<file path="config.mk">
export PLATFORM = sky130hd
export DESIGN_NAME = crc8_frame_ctrl
export DESIGN_NICKNAME = d
export VERILOG_FILES = /design/src/rtl/crc8_pkg.sv /design/src/rtl/crc8_bit_engine.sv /design/src/rtl/crc8_frame_ctrl.sv
export SDC_FILE = /design/constraint.sdc
export NUM_CORES = 1
export LEC_CHECK = 0
export CORE_ASPECT_RATIO = 1.25
export CORE_UTILIZATION = 35
export DETAILED_ROUTE_END_ITERATION = 7
export PLACE_DENSITY = 0.64
export SLEW_MARGIN = 10
export SYNTH_ARGS = -nofsm -noshare
export SYNTH_HDL_FRONTEND = slang
export SYNTH_SLANG_ARGS = --single-unit
export TNS_END_PERCENT = 1
</file>
<file path="constraint.sdc">
create_clock -name clk -period 2.2 [get_ports clk]
set_input_delay 0.55 -clock clk [delete_from_list [all_inputs] [get_ports clk]]
set_output_delay 0.55 -clock clk [all_outputs]
set_load 0.02 [all_outputs]
</file>
<file path="src/rtl/crc8_pkg.sv">
// Shared definitions for the CRC-8 frame controller: FSM states, CRC
// polynomial/initial value and the bit-counter width.
package crc8_pkg;

  localparam logic [7:0] CRC8_POLY = 8'h07;
  localparam logic [7:0] CRC8_INIT = 8'h00;
  localparam int         BIT_CNT_W = 3;

  typedef enum logic [1:0] {
    IDLE     = 2'd0,
    SHIFT    = 2'd1,
    OUT_DATA = 2'd2,
    OUT_CRC  = 2'd3
  } state_t;

endpackage

</file>
<file path="src/rtl/crc8_bit_engine.sv">
// Serial CRC-8 engine: absorbs one message bit (MSB-first) per enabled cycle.
// clr returns the register to the initial value and overrides en.
module crc8_bit_engine
  import crc8_pkg::*;
(
  input  logic       clk,
  input  logic       rst,
  input  logic       clr,
  input  logic       en,
  input  logic       din,
  output logic [7:0] crc
);

  logic feedback;

  assign feedback = crc[7] ^ din;

  always_ff @(posedge clk) begin
    if (rst || clr) begin
      crc <= CRC8_INIT;
    end else if (en) begin
      crc <= {crc[6:0], 1'b0} ^ (feedback ? CRC8_POLY : 8'h00);
    end
  end

endmodule

</file>
<file path="src/rtl/crc8_frame_ctrl.sv">
// Byte-stream CRC-8 framer: echoes each input byte, then appends the CRC.
// Define CRC8_FRAME_CHECK_EN to add a receive-check mode (chk_mode/chk_valid/chk_ok).
//
// state    | meaning
// ---------+--------------------------------------------------------------
// IDLE     | ready for the next input byte
// SHIFT    | 8 cycles feeding the held byte MSB-first into the CRC engine
// OUT_DATA | presenting the held byte downstream
// OUT_CRC  | presenting the final CRC with m_last (generate mode only)
module crc8_frame_ctrl
  import crc8_pkg::*;
#(
  parameter int LEN_W = 8
) (
  input  logic             clk,
  input  logic             rst,
  input  logic             abort,
  input  logic             s_valid,
  output logic             s_ready,
  input  logic [7:0]       s_data,
  input  logic             s_last,
  output logic             m_valid,
  input  logic             m_ready,
  output logic [7:0]       m_data,
  output logic             m_last,
  output logic             busy,
  output logic [LEN_W-1:0] frame_len
`ifdef CRC8_FRAME_CHECK_EN
  ,
  input  logic             chk_mode,
  output logic             chk_valid,
  output logic             chk_ok
`endif
);

  state_t                 state_q, state_d;
  logic [7:0]             byte_q;
  logic                   last_q;
  logic [BIT_CNT_W-1:0]   bit_cnt_q;
  logic [LEN_W-1:0]       len_q;
  logic [7:0]             crc;
  logic                   crc_en;
  logic                   frame_clr;
  logic                   accept;
  logic                   chk_frame;

`ifdef CRC8_FRAME_CHECK_EN
  logic chk_mode_q;

  assign chk_frame = chk_mode_q;

  // Mode is latched on the first byte of a frame and held until the frame ends.
  always_ff @(posedge clk) begin
    if (rst) begin
      chk_mode_q <= 1'b0;
    end else if (accept && (len_q == '0)) begin
      chk_mode_q <= chk_mode;
    end
  end

  assign chk_valid = chk_frame && (state_q == OUT_DATA) && last_q && m_ready && !abort && !rst;
  assign chk_ok    = chk_valid && (crc == 8'h00);
`else
  assign chk_frame = 1'b0;
`endif

  assign accept = s_valid && s_ready;

  crc8_bit_engine u_engine (
    .clk (clk),
    .rst (rst),
    .clr (frame_clr),
    .en  (crc_en),
    .din (byte_q[~bit_cnt_q]),
    .crc (crc)
  );

  always_comb begin
    state_d   = state_q;
    s_ready   = 1'b0;
    m_valid   = 1'b0;
    m_data    = 8'h00;
    m_last    = 1'b0;
    crc_en    = 1'b0;
    frame_clr = 1'b0;

    case (state_q)
      IDLE: begin
        s_ready = 1'b1;
        if (s_valid) state_d = SHIFT;
      end
      SHIFT: begin
        crc_en = 1'b1;
        if (bit_cnt_q == BIT_CNT_W'(7)) state_d = OUT_DATA;
      end
      OUT_DATA: begin
        m_valid = 1'b1;
        m_data  = byte_q;
        m_last  = chk_frame && last_q;
        if (m_ready) begin
          if (last_q && !chk_frame) begin
            state_d = OUT_CRC;
          end else begin
            state_d   = IDLE;
            frame_clr = last_q;
          end
        end
      end
      OUT_CRC: begin
        m_valid = 1'b1;
        m_data  = crc;
        m_last  = 1'b1;
        if (m_ready) begin
          state_d   = IDLE;
          frame_clr = 1'b1;
        end
      end
      default: state_d = IDLE;
    endcase

    // Abort beats any handshake this cycle; outputs already presented stay
    // valid for this cycle and drop on the next.
    if (abort) begin
      state_d   = IDLE;
      s_ready   = 1'b0;
      crc_en    = 1'b0;
      frame_clr = 1'b1;
    end

    if (rst) begin
      s_ready = 1'b0;
      m_valid = 1'b0;
      m_data  = 8'h00;
      m_last  = 1'b0;
    end
  end

  always_ff @(posedge clk) begin
    if (rst) begin
      state_q   <= IDLE;
      byte_q    <= 8'h00;
      last_q    <= 1'b0;
      bit_cnt_q <= '0;
      len_q     <= '0;
    end else begin
      state_q <= state_d;
      if (accept) begin
        byte_q    <= s_data;
        last_q    <= s_last;
        bit_cnt_q <= '0;
      end else if (state_q == SHIFT) begin
        bit_cnt_q <= bit_cnt_q + 1'b1;
      end
      if (frame_clr) begin
        len_q <= '0;
      end else if (accept && (len_q != '1)) begin
        len_q <= len_q + 1'b1;
      end
    end
  end

  assign busy      = !rst && (state_q != IDLE);
  assign frame_len = rst ? '0 : len_q;

endmodule
</file>
After elaboration in Yosys (flattened, before gate mapping)
Index checks and enable logic that the tools add are counted.
{"block": "op_classes", "n_addsub": 2, "mul": 0, "n_div": 0, "n_lt_le_gt_ge": 1, "n_eq_ne": 9, "shifts": 0, "mux": 24, "bitwise": 3, "n_reduce_logical": 12}
{"operator": "$mux W8", "count": 2}
{"operator": "$pmux W8 S2", "count": 1}
{"operator": "$mux W1", "count": 13}
{"operator": "$mux W2", "count": 5}
{"operator": "$add A8 B1 Y8 const B", "count": 1}
{"operator": "$ne A2 B2 Y1 const B", "count": 4}
{"operator": "$ne A8 B8 Y1 const B", "count": 1}
{"operator": "$pmux W2 S4", "count": 1}
{"operator": "$reduce_or A2 Y1", "count": 4}
{"operator": "$xor A8 B8 Y8", "count": 1}
{"operator": "$eq A2 B2 Y1 const B", "count": 2}
{"operator": "$lt A3 B4 Y1 const B", "count": 1}
{"operator": "$reduce_and A4 Y1", "count": 1}
{"operator": "$add A3 B1 Y3 const B", "count": 1}
{"operator": "$bmux W1 S3", "count": 1}
{"operator": "$eq A3 B3 Y1 const B", "count": 1}
{"operator": "$logic_and A1 B1 Y1", "count": 3}
{"operator": "$mux W3", "count": 1}
{"operator": "$not A3 Y3", "count": 1}
{"operator": "$eq A2 B1 Y1 const B", "count": 1}
{"operator": "$logic_not A2 Y1", "count": 1}
{"operator": "$reduce_bool A2 Y1", "count": 1}
{"operator": "$logic_not A1 Y1", "count": 1}
{"operator": "$logic_or A1 B1 Y1", "count": 1}
{"operator": "$xor A1 B1 Y1", "count": 1}
{"block": "word_totals", "register_bits": 30, "latchBits": 0, "ramBits": 0, "rom_bits": 0, "out_inout_bits": 20, "word_cells": 57, "memories": 0}

Depth between registers and ports, before layout
{"block": "depth", "ltp_word": 6, "mapped_depth": 7, "depth_no_buf": 5}

Cells and area by module
A second synthesis with hierarchy kept.
{"block": "unflattened", "cells_unflattened": 186, "hier_area_um2": 1574.0}
{"mod": "crc8_frame_ctrl", "n_inst": 1, "cells_per_inst": 152, "area_each_um2": 1229.9}
{"mod": "crc8_bit_engine", "n_inst": 1, "cells_per_inst": 34, "area_each_um2": 344.1}

Worst setup path after synthesis
OpenSTA, ideal clock, no wires.
{"block": "synth_timing", "kind": "input to register", "from": "in rst", "to": "reg len_q[6]", "t_arrival_ns": 1.910, "required_time_ns": 2.128, "slack_ns": 0.219, "stages": 5, "n_path_buf": 1, "path_cell_list": "buf_2 nor4_4 o311ai_4 nor3_1 mux2i_1"}
{"block": "synth_via", "elab_chain_cells": 3}
{"element": "from (decl)", "line_no": "crc8_frame_ctrl.sv:16", "rtl": "input logic rst,"}
{"element": "$mux W1", "line_no": "crc8_frame_ctrl.sv:130", "rtl": "if (rst) begin"}
{"element": "via s_ready", "line_no": "crc8_frame_ctrl.sv:19", "rtl": "output logic s_ready,"}
{"element": "$logic_and A1 B1 Y1", "line_no": "crc8_frame_ctrl.sv:67", "rtl": "assign accept = s_valid && s_ready;"}
{"element": "$logic_and A1 B1 Y1", "line_no": "crc8_frame_ctrl.sv:156", "rtl": "end else if (accept && (len_q != '1)) begin"}
{"element": "to (signal assigned)", "line_no": "crc8_frame_ctrl.sv:157", "rtl": "len_q <= len_q + 1'b1;"}
{"element": "to (decl)", "line_no": "crc8_frame_ctrl.sv:40", "rtl": "logic [LEN_W-1:0] len_q;"}
The timed path passes the listed nets, and every way through them passes these cells.
A chain may end at the register's enable or synchronous reset.

Final worst setup path
{"block": "layout_timing", "from": "reg state_q[0]", "to": "out m_data[1]"}
{"block": "layout_via", "elab_chain_cells": 3}
{"element": "from (decl)", "line_no": "crc8_frame_ctrl.sv:36", "rtl": "state_t state_q, state_d;"}
{"element": "from (signal assigned)", "line_no": "crc8_frame_ctrl.sv:146", "rtl": "state_q <= state_d;"}
{"element": "$eq A2 B2 Y1", "line_no": "crc8_frame_ctrl.sv:87", "rtl": "case (state_q)"}
{"element": "$pmux W8 S2 *", "line_no": "crc8_frame_ctrl.sv:87"}
{"element": "$mux W8 *", "line_no": "crc8_frame_ctrl.sv:130"}
{"element": "to (decl)", "line_no": "crc8_frame_ctrl.sv:24", "rtl": "output logic [7:0] m_data,"}
Mark *: on every way between the ends. The rest lies on a longest branch, timed or not.

==> metrics.txt <==
Final min period 1.95 ns; Post-Route Utilization 0.473; flops & latches, synth 30; reg2reg setup slack 0.39 ns; reg2reg path depth 5; starting density of the core 0.362; via-per-instance ratio around 4.9; Crit Path Category reg2out; post-CTS setup buffer count 0; most frequent cells in the layout dfxtp_1 (30), nand2_1 (28), a21oi_1 (20); drt first pass iters 4; commonest non-fill, non-tap cell in the layout dfxtp_1; Critical R2R Capture u_engine.crc[2]$_SDFFE_PP0P_; CTS root buffer clkbuf_8; Detail Placement HPWL 2660 microns; Yosys top cell by area dfxtp_1; total CTS buffers 5; Synth cell types 39; P&R area growth vs syn 30.8%; Cells on Worst Hold Path 2; fmax ~0.51 GHz; Critical R2R Launch state_q[0]$_SDFFE_PP0P_; Cells after DPL ~270; Most used DFF post-synth dfxtp_1; initial antenna violation count 0; share of cells above drive strength 1 0.179; crit path max fanout 9; Die H 77.3 microns; Synth Area per Inst ~8.7 sq um; Yosys top cell area share 0.378; final setup fails 0; global-route wire length before repair a little over 6000 microns; arrival time worst endpoint 1.40 ns; Die Wd about 62 microns; critical path required time 1.65 ns; post-route ant nets 0; Clock Path Buffers 2; crit-path max cell delay about 0.43 ns; Hold Vio Cnt, Final 0; # diodes 0; Layout Nets 240; area of the multi-input gates about 920 sq um; pin count of the biggest net entering global routing 17; row count 27; gr ovfl total 0; number of synthesized flops with an enable pin 0; Slew headroom 0.596; slowest stage cell, crit path dfxtp_1; vias 1,375; P per Cell Area ~550 nW/um^2; Final GP Congestion 0.779; GRT Total Usage 0.166; Sink Count 30; RSZ-0062 raised after global routing no; fillers 450; Core ar. 4390 sq um; Ys Warns 0; register area share after synthesis 0.378; Die ar. about 4800 sq um; worst-case clock skew 0.00530 ns; io pins 34; Hold Crit Start last_q$_SDFFE_PP0P_; WL per Instance approximately 13 microns; number of port buffers 33; drt drc 0; Critical Path End Type primary output; final period utilization 0.888; Final Max Slew Viols 0; crit path cell chain buf_4 > mux2i_1 > nor2_1 > buf_2; HP Class reg2reg; leakage just over 0.8 nW; Slew @ Worst Pin around 0.60 ns; synth top area cells dfxtp_1 (38%), mux2i_1 (8.8%), nand2_1 (6.6%), a21oi_1 (6.3%), nor2_1 (4.3%); CTS tree done; status completed; total area of sequential cells 601 sq um; Mapped Area 1590 sq um; clk slew on worst S/H paths ~0.07 ns; max_cap viols 0; Async S/R FF share, synth 0; iteration-0 DRC count of the detailed router 31; Peak VDD IR 355 uV; htree depth 2; Min-Delay Endpoint last_q$_SDFFE_PP0P_; post-synthesis cell count 183; Synthesized Nets 200; Cell Count, Final, Fillers Out about 280; TNS Setup 0 ns; total wire length 3560 microns; vias in the first global route 1,269; CP startpoint kind register; clock latency on the worst-skew pair 0.28 ns
[registers in the layout, indices dropped and copies added (netlist names)]
signal        cells
len_q             8
bit_cnt_q         3
last_q            1
state_q           2
byte_q            8
u_engine.crc      8
[cell type report]
| cell class | instances | share of cell area |
|---|---|---|
| Sequential cell | 30 | 0.289 |
| Timing Repair Buffer | 45 | 0.182 |
| Multi-Input combinational cell | 137 | 0.441 |
| Tap cell | 58 | 0.0349 |
| Clock buffer | 6 | 0.0397 |
| Clock inverter | 2 | 0.00602 |
| Inverter | 4 | 0.00722 |
[power by group]
group,switching (mW),internal [mW],total [mW]
Clock,0.217,0.251,0.468
Sequential,0.00907,0.552,0.561
Combinational,0.0562,0.0607,0.117
[Yosys cell counts, types with 3 or more instances]
| library cell | count |
|---|---|
| dfxtp_1 | 30 |
| clkbuf_1 | 6 |
| xor2_1 | 3 |
| nand2_1 | 28 |
| nor3_1 | 6 |
| inv_1 | 4 |
| nor2b_1 | 8 |
| o21ai_0 | 9 |
| ha_1 | 3 |
| nor2_1 | 18 |
| mux2i_1 | 14 |
| a21oi_1 | 20 |
[metrics by stage]
| stage | worst slack [ns] | power (mW) | area (sq um) | hold slack (ns) |
|---|---|---|---|---|
| after floorplan | 0.219 | 0.634 | 1590 | 0.432 |
| after detailed placement | -0.484 | 0.692 | 2030 | 0.447 |
| after CTS | 0.00582 | 1.16 | 2070 | 0.457 |
| final | 0.246 | 1.15 | 2080 | 0.457 |
| after global routing | 0.134 | 1.20 | 2080 | 0.485 |
| after global placement | -0.459 | 0.691 | 2030 | 0.438 |
[worst max path at each step]
stage | startpoint | to | slack [ns] | cells past startpoint
after floorplan | rst | len_q[6]$_SDFFE_PP0P_ | 0.22 | 5
after global placement | rst | m_data[0] | -0.46 | 4
after detailed placement | rst | m_data[7] | -0.48 | 4
after CTS | rst | s_ready | 0.006 | 4
after global routing | state_q[0]$_SDFFE_PP0P_ | u_engine.crc[2]$_SDFFE_PP0P_ | 0.13 | 5
final | state_q[0]$_SDFFE_PP0P_ | m_data[1] | 0.25 | 4
[worst max-delay path: cells and delay by family, from the launching register on]
family | cells | cell delay, ns
simple gates | 1 | 0.06
mux | 1 | 0.24
buf+inv | 2 | 0.39
flops | 1 | 0.43
[what timing repair did]
action	CTS	global route
hold buffers	0	0
gates cloned	0	0
resized for setup	54	5
endpoints found under the setup margin	20	11
[logic make-up (layout without fill, tap and decap cells)]
kind of cell	after synthesis	in the layout	share of synthesized area
adder cells (fa/ha/maj)	3	3	0.0236
XOR/XNOR	6	6	0.0504
flip-flops	30	30	0.378
multiplexers	17	17	0.124
buffers and inverters	16	57	0.0480
AO/OA/AOI/OAI	38	38	0.150
AND/OR/NAND/NOR	73	73	0.227
[metal layers]
metal	up-vias	routed length [microns]	global-route usage
met3	6	116	0.0324
li1	718	-	-
met1	622	1640	0.208
met4	0	63	0.0837
met5	-	0	0
met2	29	1740	0.269
Power figures use the tool's default switching activity.
